## src/rtl/branch_predict_btb_if.sv

```systemverilog
// Fetch-lookup / resolution-update bundle shared by the BTB and the pipeline.
// The pipeline (master) drives lookups and updates; the BTB (slave) answers them.
interface branch_predict_btb_if #(
  parameter int WORD_W = 32,
  parameter int CNT_W  = 32
);
  logic [WORD_W-1:0] pc_i;
  logic              pred_hit;
  logic              pred_taken;
  logic [WORD_W-1:0] pred_target;

  logic              upd_valid;
  logic [WORD_W-1:0] upd_pc;
  logic              upd_taken;
  logic [WORD_W-1:0] upd_target;
  logic              upd_pred_taken;
  logic [WORD_W-1:0] upd_pred_target;
  logic              invalidate;

  logic              mispredict;
  logic [WORD_W-1:0] correct_pc;
  logic [CNT_W-1:0]  branch_cnt;
  logic [CNT_W-1:0]  mispred_cnt;

  modport master (
    output pc_i, upd_valid, upd_pc, upd_taken, upd_target,
           upd_pred_taken, upd_pred_target, invalidate,
    input  pred_hit, pred_taken, pred_target, mispredict, correct_pc,
           branch_cnt, mispred_cnt
  );

  modport slave (
    input  pc_i, upd_valid, upd_pc, upd_taken, upd_target,
           upd_pred_taken, upd_pred_target, invalidate,
    output pred_hit, pred_taken, pred_target, mispredict, correct_pc,
           branch_cnt, mispred_cnt
  );
endinterface

```

## src/rtl/branch_predict_btb.sv

```systemverilog
// Direct-mapped branch target buffer with 2-bit saturating direction counters,
// zero-latency fetch lookup, resolution-time training and mispredict counters.
module branch_predict_btb #(
  parameter int         ENTRIES  = 16,
  parameter int         WORD_W   = 32,
  parameter int         CNT_W    = 32,
  parameter logic [1:0] INIT_CTR = 2'b10
) (
  input logic CLK,
  input logic RST,
  branch_predict_btb_if.slave bus
);
  localparam int IDX_W = $clog2(ENTRIES);
  localparam int TAG_W = WORD_W - IDX_W - 2;

  logic [ENTRIES-1:0] valid_q, valid_d;
  logic [TAG_W-1:0]   tag_q [ENTRIES];
  logic [TAG_W-1:0]   tag_d [ENTRIES];
  logic [WORD_W-1:0]  tgt_q [ENTRIES];
  logic [WORD_W-1:0]  tgt_d [ENTRIES];
  logic [1:0]         ctr_q [ENTRIES];
  logic [1:0]         ctr_d [ENTRIES];
  logic [CNT_W-1:0]   branch_cnt_q, branch_cnt_d;
  logic [CNT_W-1:0]   mispred_cnt_q, mispred_cnt_d;

  logic [IDX_W-1:0]   lk_idx, up_idx;
  logic [TAG_W-1:0]   lk_tag, up_tag;
  logic               lk_hit, lk_taken, up_hit, mispred;

  function automatic logic [1:0] sat_inc(input logic [1:0] c);
    return (c == 2'b11) ? c : c + 2'b01;
  endfunction

  function automatic logic [1:0] sat_dec(input logic [1:0] c);
    return (c == 2'b00) ? c : c - 2'b01;
  endfunction

  always_comb begin
    lk_idx   = bus.pc_i[IDX_W+1:2];
    lk_tag   = bus.pc_i[WORD_W-1:IDX_W+2];
    lk_hit   = valid_q[lk_idx] && (tag_q[lk_idx] == lk_tag);
    lk_taken = lk_hit && ctr_q[lk_idx][1];
    up_idx   = bus.upd_pc[IDX_W+1:2];
    up_tag   = bus.upd_pc[WORD_W-1:IDX_W+2];
    up_hit   = valid_q[up_idx] && (tag_q[up_idx] == up_tag);
    mispred  = bus.upd_valid &&
               ((bus.upd_taken != bus.upd_pred_taken) ||
                (bus.upd_taken && (bus.upd_pred_target != bus.upd_target)));
  end

  assign bus.pred_hit    = lk_hit;
  assign bus.pred_taken  = lk_taken;
  assign bus.pred_target = lk_taken ? tgt_q[lk_idx] : bus.pc_i + WORD_W'(4);
  assign bus.mispredict  = mispred;
  assign bus.correct_pc  = (bus.upd_valid && bus.upd_taken) ? bus.upd_target
                                                            : bus.upd_pc + WORD_W'(4);
  assign bus.branch_cnt  = branch_cnt_q;
  assign bus.mispred_cnt = mispred_cnt_q;

  // Fetch never looks at the byte offset within a word.
  logic unused_pc_lo;
  assign unused_pc_lo = ^{bus.pc_i[1:0], bus.upd_pc[1:0]};

  always_comb begin
    valid_d       = valid_q;
    tag_d         = tag_q;
    tgt_d         = tgt_q;
    ctr_d         = ctr_q;
    branch_cnt_d  = branch_cnt_q;
    mispred_cnt_d = mispred_cnt_q;
    if (bus.upd_valid) begin
      branch_cnt_d = branch_cnt_q + CNT_W'(1);
      if (mispred) mispred_cnt_d = mispred_cnt_q + CNT_W'(1);
      if (up_hit) begin
        if (bus.upd_taken) begin
          ctr_d[up_idx] = sat_inc(ctr_q[up_idx]);
          tgt_d[up_idx] = bus.upd_target;
        end else begin
          ctr_d[up_idx] = sat_dec(ctr_q[up_idx]);
        end
      end else if (bus.upd_taken) begin
        // Taken miss evicts whatever aliased into this slot.
        valid_d[up_idx] = 1'b1;
        tag_d[up_idx]   = up_tag;
        tgt_d[up_idx]   = bus.upd_target;
        ctr_d[up_idx]   = INIT_CTR;
      end
    end
    // A context flush overrides any allocation made in the same cycle.
    if (bus.invalidate) valid_d = '0;
  end

  always_ff @(posedge CLK or posedge RST) begin
    if (RST) begin
      valid_q       <= '0;
      branch_cnt_q  <= '0;
      mispred_cnt_q <= '0;
      for (int i = 0; i < ENTRIES; i++) begin
        tag_q[i] <= '0;
        tgt_q[i] <= '0;
        ctr_q[i] <= '0;
      end
    end else begin
      valid_q       <= valid_d;
      branch_cnt_q  <= branch_cnt_d;
      mispred_cnt_q <= mispred_cnt_d;
      tag_q         <= tag_d;
      tgt_q         <= tgt_d;
      ctr_q         <= ctr_d;
    end
  end
endmodule

```

## src/flat_wrapper.sv

```systemverilog
// flat-port wrapper written by rule: the top's interface ports become plain ports
module branch_predict_btb_flat 
#(
  parameter int         ENTRIES  = 16,
  parameter int         WORD_W   = 32,
  parameter int         CNT_W    = 32,
  parameter logic [1:0] INIT_CTR = 2'b10
)
  (CLK, RST, bus_pc_i, bus_upd_valid, bus_upd_pc, bus_upd_taken, bus_upd_target, bus_upd_pred_taken, bus_upd_pred_target, bus_invalidate, bus_pred_hit, bus_pred_taken, bus_pred_target, bus_mispredict, bus_correct_pc, bus_branch_cnt, bus_mispred_cnt);
  branch_predict_btb_if #(.WORD_W(WORD_W), .CNT_W(CNT_W)) bus_i ();
  input logic CLK;
  input logic RST;
  input wire logic [$bits(bus_i.pc_i)-1:0] bus_pc_i;
  input wire logic [$bits(bus_i.upd_valid)-1:0] bus_upd_valid;
  input wire logic [$bits(bus_i.upd_pc)-1:0] bus_upd_pc;
  input wire logic [$bits(bus_i.upd_taken)-1:0] bus_upd_taken;
  input wire logic [$bits(bus_i.upd_target)-1:0] bus_upd_target;
  input wire logic [$bits(bus_i.upd_pred_taken)-1:0] bus_upd_pred_taken;
  input wire logic [$bits(bus_i.upd_pred_target)-1:0] bus_upd_pred_target;
  input wire logic [$bits(bus_i.invalidate)-1:0] bus_invalidate;
  output wire logic [$bits(bus_i.pred_hit)-1:0] bus_pred_hit;
  output wire logic [$bits(bus_i.pred_taken)-1:0] bus_pred_taken;
  output wire logic [$bits(bus_i.pred_target)-1:0] bus_pred_target;
  output wire logic [$bits(bus_i.mispredict)-1:0] bus_mispredict;
  output wire logic [$bits(bus_i.correct_pc)-1:0] bus_correct_pc;
  output wire logic [$bits(bus_i.branch_cnt)-1:0] bus_branch_cnt;
  output wire logic [$bits(bus_i.mispred_cnt)-1:0] bus_mispred_cnt;
  assign bus_i.pc_i = bus_pc_i;
  assign bus_i.upd_valid = bus_upd_valid;
  assign bus_i.upd_pc = bus_upd_pc;
  assign bus_i.upd_taken = bus_upd_taken;
  assign bus_i.upd_target = bus_upd_target;
  assign bus_i.upd_pred_taken = bus_upd_pred_taken;
  assign bus_i.upd_pred_target = bus_upd_pred_target;
  assign bus_i.invalidate = bus_invalidate;
  assign bus_pred_hit = bus_i.pred_hit;
  assign bus_pred_taken = bus_i.pred_taken;
  assign bus_pred_target = bus_i.pred_target;
  assign bus_mispredict = bus_i.mispredict;
  assign bus_correct_pc = bus_i.correct_pc;
  assign bus_branch_cnt = bus_i.branch_cnt;
  assign bus_mispred_cnt = bus_i.mispred_cnt;
  branch_predict_btb #(.ENTRIES(ENTRIES), .WORD_W(WORD_W), .CNT_W(CNT_W), .INIT_CTR(INIT_CTR)) u_core (.CLK(CLK), .RST(RST), .bus(bus_i));
endmodule
```

## config.mk

```make
export PLATFORM = sky130hd
export DESIGN_NAME = branch_predict_btb_flat
export DESIGN_NICKNAME = d
export VERILOG_FILES = /design/src/rtl/branch_predict_btb_if.sv /design/src/rtl/branch_predict_btb.sv /design/src/flat_wrapper.sv
export SDC_FILE = /design/constraint.sdc
export NUM_CORES = 2
export LEC_CHECK = 0
export BUFFER_PORTS_ARGS = -buffer_cell sky130_fd_sc_hd__buf_4
export CELL_PAD_IN_SITES_DETAIL_PLACEMENT = 0
export CELL_PAD_IN_SITES_GLOBAL_PLACEMENT = 1
export CORE_MARGIN = 2
export CORE_UTILIZATION = 52
export CTS_CLUSTER_DIAMETER = 100
export DETAILED_ROUTE_END_ITERATION = 16
export PLACE_DENSITY = 0.89
export SLEW_MARGIN = 15
export SYNTH_ARGS = -nofsm -noshare
export SYNTH_HDL_FRONTEND = slang
export SYNTH_SLANG_ARGS = --single-unit
```

## constraint.sdc

```tcl
create_clock -name CLK -period 43.4 [get_ports CLK]
set_clock_uncertainty 0.05 [all_clocks]
set_input_delay 2.17 -clock CLK [delete_from_list [all_inputs] [get_ports CLK]]
set_output_delay 2.17 -clock CLK [all_outputs]
set_load 0.005 [all_outputs]
```

==> metrics <==
status=finished clean; crit path time final=9.63 ns; Clock transition at path regs=roughly 0.06 ns; initial core utilization=0.524; IO Pins=roughly 270; crit path cell chain=buf_8 -> buf_4 -> buf_4 -> mux4_2 -> mux2i_1 -> xnor2_1 -> nand2_1 -> o21ai_0 -> nor3b_1 -> nand4_1 -> nor4_4 -> buf_4 -> mux2_2 -> buf_4; slowest stage delay, CP=~0.94 ns; fin. max-slew vios=0; P&R area growth vs syn=11.6%; DR WL/cell=about 31 microns; total number of vias=35,598; die area=108,000 sq um; layout cells sized above 1=0.465; Seq/Total Area, Yosys=0.473; largest net degree at the start of global routing=179; Startpoint Class=input port; Yosys reg bits=1,040; CTS tree=yes; maximum VDD drop=about 0.000031 V; initial antenna violation count=8; die height=329 microns; Via density=about 6.6; Hold Startpoint=u_core.bus.mispred_cnt[31]$_DFFE_PP0P_; worst setup path startpoint=bus_pc_i[3]; Post-CTS Setup Bufs=0; Synth Flop Type=dfrtp_1; Critical Path Most Common Cell=buf_4; R2R Setup Slk=39.04 ns; reg2reg end=u_core.ctr_q[0]$_DFFE_PP0P_; register area=between 20,000 and 30,000 sq um; met2 routed WL=76,700 microns; worst setup margin=around 34 ns; ys async rst share=1.00; maximum clock path buffer count=3; CP Max Fanout=69; hold endpoint=u_core.bus.mispred_cnt[31]$_DFFE_PP0P_; Hold Fails Final Rpt=0; main combinational cell family by area after synthesis=multiplexers; hpwl dp=slightly above 100,000 microns; Final Cell Area=61,400 sq um; Critical Path Slowest Stage Cell=buf_4; wire length on met3=15,300 microns; crit share post-route=0.222; XOR/XNOR share of the synthesized area=0.0320; unrepaired setup endpoints after global routing=no; Synth Area in Compound Gates=0.0290; Post-Syn Area per Cell=14.3 sq um; Routability Congestion=0.967; wire length of the first global-routing pass=245,000 microns; Post-Synth Adder-Cell Area=0.00195; Mapped Cells=approximately 3,800; Critical Path RT=about 40 ns; worst-skew pair later-pin latency=0.71 ns; worst hold path type=flip-flop to flip-flop; Placed Cells incl. Taps=5,188; hold_buf cts=0; core outline area=105,000 sq um; drt pass-1 iters=7; DR top layer=met5; worst-margin pin slew=1.18 ns; Syn Std Cell Area=55,100 sq um; GRT overflow=0; Syn Nets=about 4,000; Sink Count=1,040; max-cap violations=0; Worst Reg-to-Reg Cells=9; hold-critical path depth=1; antenna viol nets, final=0; P_leak=0.0271 uW; crit path kind=input port to primary output; R2R Path Start=u_core.tag_q[327]$_DFFE_PP0P_; simple-gate portion of the synthesized area=0.0437; Die W=between 300 and 400 microns; DRT iter0 DRCs=between 4,000 and 5,000; Setup WS pre-CTS=33.84 ns; Post-DP Area=57,600 sq um; mux cell area share after synthesis=0.386; Cell variety after synth=71; drt drc=0; Final Net Count=approximately 4,100; Multi-input gate area=between 20,000 and 30,000 sq um; Max transition margin=0.208; Yosys warning count=0; input/output buffers=264; overall global routing resource usage=0.307; fillcell total=8,140; non-filler instance count after layout=5,394; row count=119; Final TNS setup=0 ns; number of flops mapped to enable cells by yosys=0; Max Clk Rate=0.104 GHz; CTS root buf=clkbuf_16; CTS buffer count=110; Arr. time, crit path=7.41 ns; setup violators final=0; vias in the first global route=36,027; CTS H-tree depth=3; CP endpoint kind=primary output; power density cells=roughly 46 nW/um^2; final wirelength=166,000 microns; post-cts sizing count=0; met1 WL=66,600 microns
-- flip-flops by register name (all words and copies together), names as in the netlist --
register,count
u_core.tag_q,416
u_core.ctr_q,32
u_core.tgt_q,512
u_core.valid_q,16
u_core.bus.branch_cnt,32
u_core.bus.mispred_cnt,32
-- per-stage QoR --
stage                     hold slack (ns)   util  total power [uW]
final                               0.426  0.584              2830
after global routing                0.440  0.584              2940
after CTS                           0.429  0.584              2830
after detailed placement            0.418  0.548              1840
after global placement              0.408  0.548              1820
after floorplan                     0.415      -              1670
-- cells in the final DEF (no fill, tap or decap), drive strengths merged, types with 4 or more instances in the layout --
cell      count
nand4        47
o2111ai       5
a22o         13
buf         318
nor3         16
a41o          4
nand2b       11
clkinv       23
nor2        112
o21ba         7
a211oi        7
a31oi         6
xnor2       126
and4          6
clkbuf      164
nand2       157
o21ai        64
nand3        53
o31ai         7
nor4         12
a21oi        37
mux4        346
ha            7
mux2i       158
xor2         75
inv          23
and3         21
a2bb2oi       4
bufinv        9
and2         18
a221oi       21
clkinvlp      8
a22oi        22
nor2b        26
mux2        979
dfrtp      1040
o22ai        10
-- worst max-delay path by stage --
stage	to	slack (ns)	cells after the start
4_1_cts	bus_pred_target[30]	33.85	14
6_report	bus_pred_target[30]	33.77	14
3_3_place_gp	bus_pred_target[22]	33.85	14
2_1_floorplan	u_core.bus.branch_cnt[0]$_DFFE_PP0P_	11.91	1
5_1_grt	bus_pred_target[14]	33.60	14
3_5_place_dp	bus_pred_target[30]	33.84	14
-- power by group --
group          switching, uW  internal (uW)
sequential               124           1150
combinational            238            330
clock                    409            584
total                    771           2060
-- final cells by class --
class	count	area share
timing repair buffer	319	0.0405
clock buffer	163	0.0541
multi-input combinational	2415	0.443
sequential	1040	0.424
clock inverter	40	0.00839
antenna	3	0.000122
tap	1391	0.0283
inverter	23	0.00155
-- worst max-delay path, delay by kind of cell --
family / cells / cell delay (ns)
XOR/XNOR: 1 / 0.08
AO/OA/AOI/OAI: 1 / 0.28
AND/OR/NAND/NOR: 4 / 0.74
buffers and inverters: 5 / 2.95
multiplexers: 3 / 1.01
-- kinds of logic (layout without fill, tap and decap cells) --
| group | Yosys count | in the layout |
|---|---|---|
| other | 0 | 3 |
| AOI/OAI and AO/OA | 230 | 230 |
| muxes | 1483 | 1483 |
| xor gates and xnor gates | 201 | 201 |
| and+or+nand+nor | 492 | 492 |
| buffers and inverters | 392 | 545 |
| adders and majority gates | 9 | 9 |
| DFF | 1040 | 1040 |
-- synthesized netlist by cell type (all sizes together), types with 18 or more instances --
cell	number	share of area
nand4	47	0.0053
buf	141	0.018
xor2	75	0.012
inv	21	0.0014
and3	21	0.0024
a22oi	22	0.0030
mux2i	158	0.029
clkbuf	228	0.016
a221oi	21	0.0035
o21ai	64	0.0058
nor2b	26	0.0032
a21oi	37	0.0034
nand3	53	0.0048
mux4	346	0.14
nor2	112	0.0076
mux2	979	0.22
dfrtp	1040	0.47
xnor2	126	0.020
and2	18	0.0024
nand2	157	0.011
-- routing by layer --
layer | up-vias | track usage
met5 | - | 0
met4 | 4 | 0.135
met3 | 383 | 0.0752
met2 | 1808 | 0.465
met1 | 19046 | 0.422
li1 | 14357 | -
Note: power is estimated with default switching activity, not from simulation.
